$ cat src/rtl/min_max_tree_reducer.sv
// ---------------------------------------------------------------------------
// min_max_tree_reducer
//
// Pipelined comparator tree. Each accepted vector of N unsigned W-bit
// operands is reduced to its minimum (io_mode = 0) or maximum (io_mode = 1).
// The index of the winning operand comes out with it. Level 1 pairs operands
// (0,1), (2,3), ... and every later level pairs the survivors in order. At a
// level with an odd count, the last element passes through a register, so
// every path is L = ceil(log2 N) levels deep. On equal values the left
// (lower-index) element wins, so ties always resolve to the lowest original
// index.
//
// Flow control: there is no ready signal. io_start is a global advance
// enable. While it is high, every level loads from the one before it and a
// vector is taken from io_inputs/io_mode/io_in_valid. A vector with
// io_in_valid = 0 travels as a bubble. While io_start is low, every register
// (including the valid bits) holds and the inputs are ignored.
//
// Ports:
//   clock        in   1     rising-edge clock
//   reset        in   1     asynchronous, active-high clear of all state
//   io_start     in   1     global advance enable
//   io_in_valid  in   1     operand vector valid (sampled when io_start = 1)
//   io_mode      in   1     0 = minimum, 1 = maximum (sampled with vector)
//   io_inputs    in   N*W   operand k at bits [k*W+W-1 : k*W]
//   io_result    out  W     winning operand value
//   io_index     out  IW    index of the winning operand
//   io_mode_out  out  1     mode the result was computed with
//   io_out_valid out  1     result/index/mode_out are valid
// ---------------------------------------------------------------------------
module min_max_tree_reducer #(
  parameter int N  = 4,
  parameter int W  = 7,
  parameter int IW = (N > 2) ? $clog2(N) : 1
) (
  input  logic            clock,
  input  logic            reset,
  input  logic            io_start,
  input  logic            io_in_valid,
  input  logic            io_mode,
  input  logic [N*W-1:0]  io_inputs,
  output logic [W-1:0]    io_result,
  output logic [IW-1:0]   io_index,
  output logic            io_mode_out,
  output logic            io_out_valid
);

  localparam int L = $clog2(N);
  // Source arrays are twice as wide as N so that reading a pair partner
  // (2j+1) never leaves the array. Unused slots are tied to zero.
  localparam int M = 2 * N;

  // Number of live elements at a given level (level 0 = the raw operands).
  function automatic int cnt_at(input int lvl);
    int c;
    c = N;
    for (int i = 0; i < lvl; i++) c = (c + 1) / 2;
    return c;
  endfunction

  // Pipeline registers, levels 1..L.
  logic [W-1:0]  r_val  [1:L][0:N-1];
  logic [IW-1:0] r_idx  [1:L][0:N-1];
  logic          r_mode [1:L][0:N-1];
  logic          r_vld  [1:L][0:N-1];

  // Source view for each level's comparators: level 0 is the input port,
  // level l (1..L-1) is the register bank of level l.
  logic [W-1:0]  w_val  [0:L-1][0:M-1];
  logic [IW-1:0] w_idx  [0:L-1][0:M-1];
  logic          w_mode [0:L-1][0:M-1];
  logic          w_vld  [0:L-1][0:M-1];

  // Next-state values for levels 1..L.
  logic [W-1:0]  w_nval  [1:L][0:N-1];
  logic [IW-1:0] w_nidx  [1:L][0:N-1];
  logic          w_nmode [1:L][0:N-1];
  logic          w_nvld  [1:L][0:N-1];

  always_comb begin
    for (int l = 0; l < L; l++) begin
      for (int j = 0; j < M; j++) begin
        w_val[l][j]  = '0;
        w_idx[l][j]  = '0;
        w_mode[l][j] = 1'b0;
        w_vld[l][j]  = 1'b0;
      end
    end
    for (int j = 0; j < N; j++) begin
      w_val[0][j]  = io_inputs[j*W +: W];
      w_idx[0][j]  = IW'(j);
      w_mode[0][j] = io_mode;
      w_vld[0][j]  = io_in_valid;
    end
    for (int l = 1; l < L; l++) begin
      for (int j = 0; j < N; j++) begin
        w_val[l][j]  = r_val[l][j];
        w_idx[l][j]  = r_idx[l][j];
        w_mode[l][j] = r_mode[l][j];
        w_vld[l][j]  = r_vld[l][j];
      end
    end
  end

  always_comb begin
    for (int l = 1; l <= L; l++) begin
      for (int j = 0; j < N; j++) begin
        w_nval[l][j]  = '0;
        w_nidx[l][j]  = '0;
        w_nmode[l][j] = 1'b0;
        w_nvld[l][j]  = 1'b0;
        if (2*j + 1 < cnt_at(l-1)) begin
          // Right element wins only on a strict improvement; ties keep left.
          if (w_mode[l-1][2*j] ? (w_val[l-1][2*j+1] > w_val[l-1][2*j])
                               : (w_val[l-1][2*j+1] < w_val[l-1][2*j])) begin
            w_nval[l][j] = w_val[l-1][2*j+1];
            w_nidx[l][j] = w_idx[l-1][2*j+1];
          end else begin
            w_nval[l][j] = w_val[l-1][2*j];
            w_nidx[l][j] = w_idx[l-1][2*j];
          end
          w_nmode[l][j] = w_mode[l-1][2*j];
          w_nvld[l][j]  = w_vld[l-1][2*j];
        end else if (2*j < cnt_at(l-1)) begin
          // Odd leftover: registered pass-through.
          w_nval[l][j]  = w_val[l-1][2*j];
          w_nidx[l][j]  = w_idx[l-1][2*j];
          w_nmode[l][j] = w_mode[l-1][2*j];
          w_nvld[l][j]  = w_vld[l-1][2*j];
        end
      end
    end
  end

  always_ff @(posedge clock or posedge reset) begin
    if (reset) begin
      for (int l = 1; l <= L; l++) begin
        for (int j = 0; j < N; j++) begin
          r_val[l][j]  <= '0;
          r_idx[l][j]  <= '0;
          r_mode[l][j] <= 1'b0;
          r_vld[l][j]  <= 1'b0;
        end
      end
    end else if (io_start) begin
      for (int l = 1; l <= L; l++) begin
        for (int j = 0; j < N; j++) begin
          r_val[l][j]  <= w_nval[l][j];
          r_idx[l][j]  <= w_nidx[l][j];
          r_mode[l][j] <= w_nmode[l][j];
          r_vld[l][j]  <= w_nvld[l][j];
        end
      end
    end
  end

  assign io_result    = r_val[L][0];
  assign io_index     = r_idx[L][0];
  assign io_mode_out  = r_mode[L][0];
  assign io_out_valid = r_vld[L][0];

endmodule
$ cat config.mk
export PLATFORM = sky130hd
export DESIGN_NAME = min_max_tree_reducer
export DESIGN_NICKNAME = d
export VERILOG_FILES = /design/src/rtl/min_max_tree_reducer.sv
export SDC_FILE = /design/constraint.sdc
export NUM_CORES = 1
export LEC_CHECK = 0
export BUFFER_PORTS_ARGS = -buffer_cell sky130_fd_sc_hd__buf_4
export CAP_MARGIN = 5
export CORE_UTILIZATION = 55
export CTS_CLUSTER_SIZE = 40
export DETAILED_ROUTE_END_ITERATION = 10
export PLACE_DENSITY_LB_ADDON = 0.2
export SYNTH_ARGS = -nofsm -noshare
export SYNTH_HDL_FRONTEND = slang
export SYNTH_SLANG_ARGS = --single-unit
$ cat constraint.sdc
create_clock -name clock -period 2.42 [get_ports clock]
set_input_delay 0.484 -clock clock [delete_from_list [all_inputs] [get_ports clock]]
set_output_delay 0.484 -clock clock [all_outputs]
set_load 0.01 [all_outputs]
==> out/qor.csv, run 1 <==
metric,value,unit
synth_area,0.00208,mm2
insertion_delay,0.27,ns
syn_inst,232,
avgSynthCellArea,8.95,um2
seq_area_frac_synth,36.2,%
route.detailed.drc,0,
fp.dieArea,0.00402,mm2
hold_viol,0,
firstDrtPassIters,4,
multi_input_area,0.00109,mm2
outcome,completed,
grtUsageMet1,28.8,%
hold_buffers,0,
synth_top_area_share,36.2,%
slew_headroom,58.5,%
grt_max_degree,78,
crit_type,flop to flop,
syn_nets,286,
clkTransAtPathRegs,0.06,ns
clockPowerShare,22.5,%
cp_max_fo,9,
arrival,2.23,ns
cts_made_buffers,5,
htreeDepth,2,
avgViaCountPerCell,5.45,
synth_common_cells,"dfrtp_1 (30), nand2_1 (26), inv_1 (23)",
crit_path_start_kind,flop,
fp.dieH,63.4,um
max_freq,0.481,GHz
area_growth_syn_to_layout,17.5,%
start_util,59.8,%
ys_ff_latch,30,
p_sw_share,32.1,%
cellLeakagePower,1.16,nW
stdcell_area,0.00244,mm2
vias,1706,
drv_slew,0,
pin_count,44,
grt_pass1_vias,1652,
reg2reg_to,io_result[0],
yosysTopAreaCell,dfrtp_1,
synth-async-reset-ratio,100,%
synth.top_cells.by_area,"dfrtp_1 (36%), ha_1 (13%), o211ai_1 (6.5%)",
p_int,0.00109,W
p_seq_share,42.1,%
clock_skew,0.00214,ns
yosys_warnings,0,
num_antenna_cells,0,
required,2.57,ns
globalplace.congestion,0.811,
drive_gt1_share,24.0,%
drt_wl_total,4050,um
synth_edf_count,0,
cts_buffer_depth,2,
ctsResizeCount,0,
top_usage_layer,met2,
netSwitchingPower,0.000514,W
fp.coreArea,0.00347,mm2
power_density,656,mW/mm2
grt.overflow.total,0,
rr_worst_depth,7,
grt_antenna_before_repair,0,
grt_pass1_wl,7150,um
r2r_slack,0.34,ns
comb_power_share,35.4,%
yosysUniqueCellTypes,27,
regArea,751,um2
cts_setup_buffers,0,
nets,321,
antenna_left,0,
worst_pin_slew,0.623,ns
ys.flop_type,dfrtp_1,
period_minus_slack,2.08,ns
dpl.hpwl,3140,um
first_iter_violations,76,
fill_cells,294,
clock-sinks,30,
cts_tree,yes,
rsz0062_at_grt,false,
tns,0,ns
crit-reg2reg-launch,r_val[55],
finalSetupViolCount,0,
avgRoutedWirePerCell,12.9,um
root_buffer,clkbuf_8,
gr-usage-met2,38.2,%
rows,21,
yosysMostFrequentCell,dfrtp_1,
die-width,63.4,um
grt_usage,23.0,%
end_kind,flop,
placed_area,0.00236,mm2
grtUsageMet3,5.62,%
cap_violations,0,
io_buffers,43,
min-delay-path-class,input port to async pin,
fin_crit_sh,86.0,%
peakVddDrop,324,uV
## cells by family (layout without fill, tap and decap cells)
group	after synthesis	after routing	share of synthesized area, %
and+or+nand+nor	84	84	21.9
AOI/OAI and AO/OA	47	47	15.6
buffers and inverters	46	81	11.5
DFF	30	30	36.2
adders and majority gates	21	21	12.7
muxes	4	4	2.17
## cell usage in the layout (no fill, tap or decap), drive strengths merged, types with 4 or more instances in the layout
cell type / n
clkbuf: 7
o211ai: 18
nand2: 26
a21oi: 18
mux2: 4
dfrtp: 30
buf: 51
nand4: 21
nand2b: 18
inv: 23
ha: 21
a311o: 4
## sequential cells by signal, summed over array words and instances (netlist names)
signal,count
io_result,7
r_vld,1
io_mode_out,1
io_index,2
r_idx,3
r_mode,1
io_out_valid,1
r_val,14
## power groups by stage
stage / registers, W / clock network, W / logic (W)
final: 0.000674 / 0.000360 / 0.000566
after global routing: 0.000686 / 0.000400 / 0.000635
after CTS: 0.000675 / 0.000373 / 0.000572
after detailed placement: 0.000683 / 0 / 0.000567
after global placement: 0.000679 / 0 / 0.000556
after floorplan: 0.000663 / 0 / 0.000449
## metrics by stage
stage,total power (W),util [%],worst slack [ns],cells,hold slack [ns]
after floorplan,0.00111,-,0.176,232,0.437
after global placement,0.00123,68.1,0.279,306,0.451
after CTS,0.00162,70.3,0.330,313,0.296
after global routing,0.00172,70.3,0.234,313,0.324
after detailed placement,0.00125,68.1,0.261,306,0.456
final,0.00160,70.3,0.339,313,0.284
## metal layers
metal / routed length [um] / part of all wire (%)
met5: 0 / 0
met4: 78 / 1.9
met3: 163 / 4.0
met2: 1840 / 45
met1: 1970 / 49
## worst max path at each step
stage / slack (ns) / from / to
after floorplan: 0.18 / io_inputs[16] / r_val[42]
after global placement: 0.28 / io_inputs[6] / r_val[49]
after detailed placement: 0.26 / io_inputs[6] / r_val[49]
after CTS: 0.33 / r_val[54] / io_index[0]
after global routing: 0.23 / r_val[55] / io_result[0]
final: 0.34 / r_val[55] / io_result[0]
## area by class of cell
class,instances,area share [%]
Clock buffer,7,3.13
Inverter,23,3.54
Timing Repair Buffer,51,15.7
Tap cell,46,2.36
Sequential cell,30,30.8
Multi-Input combinational cell,156,44.5
## worst max-delay path, cell delays in order (launching register included)
cell,delay [ns]
dfrtp_1,0.39
inv_1,0.06
ha_1,0.30
nand4_1,0.15
a21oi_1,0.22
o221ai_2,0.23
and2_4,0.26
a311o_1,0.35
No activity file was read; power rests on OpenSTA's default activity.
==> run 2: changes to the inputs <==
==> constraint.sdc (replaced) <==
create_clock -name clock -period 2.42 [get_ports clock]
set_input_delay 0.363 -clock clock [delete_from_list [all_inputs] [get_ports clock]]
set_output_delay 0.363 -clock clock [all_outputs]
set_load 0.01 [all_outputs]
==> run 2 against run 1 <==
Compared with the run above: sequential cell count unchanged; critical path depth unchanged; maximum frequency fell by 0.30%; first-iteration DRC count rose by 66%; sequential power about the same; sequential share of layout area grew 0.21 points; setup slack worse by 0.0063 ns; design area down 0.67%.
==> out/qor.csv, run 2 (synthesis gave the netlist of run 1 again) <==
metric,value,unit,change
cts_tree,yes,,
dpl.cell_count,303,,-0.98%
tns,0,ns,unchanged
final_common_cell,buf_4,,
cts_buffer_depth,2,,unchanged
clock-sinks,30,,unchanged
firstDrtPassIters,4,,unchanged
clockPowerShare,24.0,%,+1.5 points
drive_gt1_share,23.6,%,-0.40 points
clock_skew,0.00457,ns,+0.00244 ns
cellLeakagePower,1.15,nW,-0.78%
grt_antenna_before_repair,0,,unchanged
p_int,0.00110,W,+1.3%
io_buffers,43,,unchanged
fin_crit_sh,86.2,%,+0.26 points
rsz0062_at_grt,false,,
cts_made_buffers,5,,unchanged
p_seq_share,41.7,%,-0.4 points
min-delay-path-class,input port to async pin,,
layout_common_cells,"buf_4 (48), dfrtp_1 (30), nand2_1 (26)",,
antenna_left,0,,unchanged
grt_pass1_wl,7200,um,+0.77%
clkTransAtPathRegs,0.06,ns,about the same
crit_path_start_kind,flop,,
rows,21,,unchanged
end_kind,flop,,
fp.dieH,63.4,um,unchanged
multi_input_area,0.00109,mm2,unchanged
hold_viol,0,,unchanged
root_buffer,clkbuf_8,,
area_growth_syn_to_layout,16.8,%,
peakVddDrop,290,uV,-11%
crit_type,flop to flop,,
regMostFlops,r_val,,
max_freq,0.479,GHz,-0.30%
globalplace.congestion,0.901,,+11%
dpl.hpwl,3110,um,-0.80%
period_minus_slack,2.09,ns,+0.00632 ns
regArea,751,um2,unchanged
p_sw_share,31.9,%,-0.25 points
hold_buffers,0,,unchanged
worst_pin_slew,0.625,ns,+0.00234 ns
slowest_stage,dfrtp_1,,
pin_count,44,,unchanged
critPathMaxStageDelay,0.39,ns,about the same
vias,1717,,+0.64%
netSwitchingPower,0.000515,W,+0.10%
largest_reg_flops,14,,unchanged
route.detailed.drc,0,,unchanged
htreeDepth,2,,unchanged
insertion_delay,0.28,ns,about the same
cap_violations,0,,unchanged
outcome,completed,,
arrival,2.25,ns,+0.02 ns
grt_max_degree,78,,unchanged
fp.dieArea,0.00402,mm2,unchanged
grt.overflow.total,0,,unchanged
die-width,63.4,um,unchanged
avgRoutedWirePerCell,12.9,um,-0.36%
fp.coreArea,0.00347,mm2,unchanged
finalSetupViolCount,0,,unchanged
power_density,666,mW/mm2,+1.6%
final_cell_count_no_fill,309,,-1.3%
nets,318,,-0.93%
cp_max_fo,9,,unchanged
grt_usage,23.0,%,about the same
avgViaCountPerCell,5.56,,+1.9%
drt_wl_total,3980,um,-1.6%
grt_pass1_vias,1646,,-0.36%
num_antenna_cells,0,,unchanged
path_cells,"inv_1, ha_1, nand4_1, a21oi_1, o221ai_2, and2_4, a311o_1",,
cts_setup_buffers,0,,unchanged
ctsResizeCount,0,,unchanged
first_iter_violations,126,,+66%
required,2.58,ns,about the same
drv_slew,0,,unchanged
comb_power_share,34.3,%,-1.1 points
fill_cells,289,,-1.7%
start_util,59.8,%,unchanged
slew_headroom,58.3,%,-0.16 points
## run 2: path summary, 6_finish.rpt
path | startpoint | endpoint | slack, ns | depth (start not counted)
max | r_val[55] | io_result[0] | 0.33 | 7
min | reset | io_result[2] | 0.16 | 3
max reg2reg | r_val[55] | io_result[0] | 0.33 | 7
min reg2reg | r_idx[13] | r_idx[13] | 0.46 | 1
max in group asynchronous | reset | r_val[50] | 1.99 | 3
min in group clock | io_in_valid | r_vld[7] | 0.32 | 2
## run 2: stage by stage
| stage | total power [W] | setup WS, ns | cell area, um2 | util [%] | hold slack [ns] |
|---|---|---|---|---|---|
| final | 0.00161 | 0.333 | 2420 | 69.9 | 0.157 |
| after global routing | 0.00174 | 0.183 | 2420 | 69.9 | 0.192 |
| after CTS | 0.00163 | 0.325 | 2420 | 69.9 | 0.169 |
| after detailed placement | 0.00124 | 0.198 | 2340 | 67.5 | 0.451 |
| after global placement | 0.00123 | 0.234 | 2340 | 67.5 | 0.451 |
| after floorplan | 0.00111 | 0.297 | 2080 | - | 0.437 |
## run 2: critical path, delay by kind of cell, from the launching register on
family / cells / cell delay (ns)
AO/OA/AOI/OAI: 3 / 0.80
AND/OR/NAND/NOR: 2 / 0.41
flip-flops: 1 / 0.39
adder cells (fa/ha/maj): 1 / 0.31
buffers and inverters: 1 / 0.06
## run 2: final cells by class
type / count / share of cell area, %
Clock buffer: 6 / 3.41
Inverter: 23 / 3.56
Multi-Input combinational cell: 156 / 44.8
Sequential cell: 30 / 31.0
Tap cell: 46 / 2.37
Timing Repair Buffer: 48 / 14.9
## run 2: power by group through the flow
stage	Combinational [W]	Clock, W	Sequential, W
3_3_place_gp	0.000548	0	0.000680
2_1_floorplan	0.000449	0	0.000663
3_5_place_dp	0.000556	0	0.000683
6_report	0.000554	0.000387	0.000674
4_1_cts	0.000558	0.000394	0.000675
5_1_grt	0.000626	0.000422	0.000689
## run 2: metal layers
layer,global-route usage [%],wire length [um],part of all wire [%],up-vias
met4,5.97,48,1.2,0
met2,35.9,1820,46,55
met1,31.4,1880,47,782
met3,6.16,238,6.0,5
met5,0,0,0,-
li1,-,-,-,875
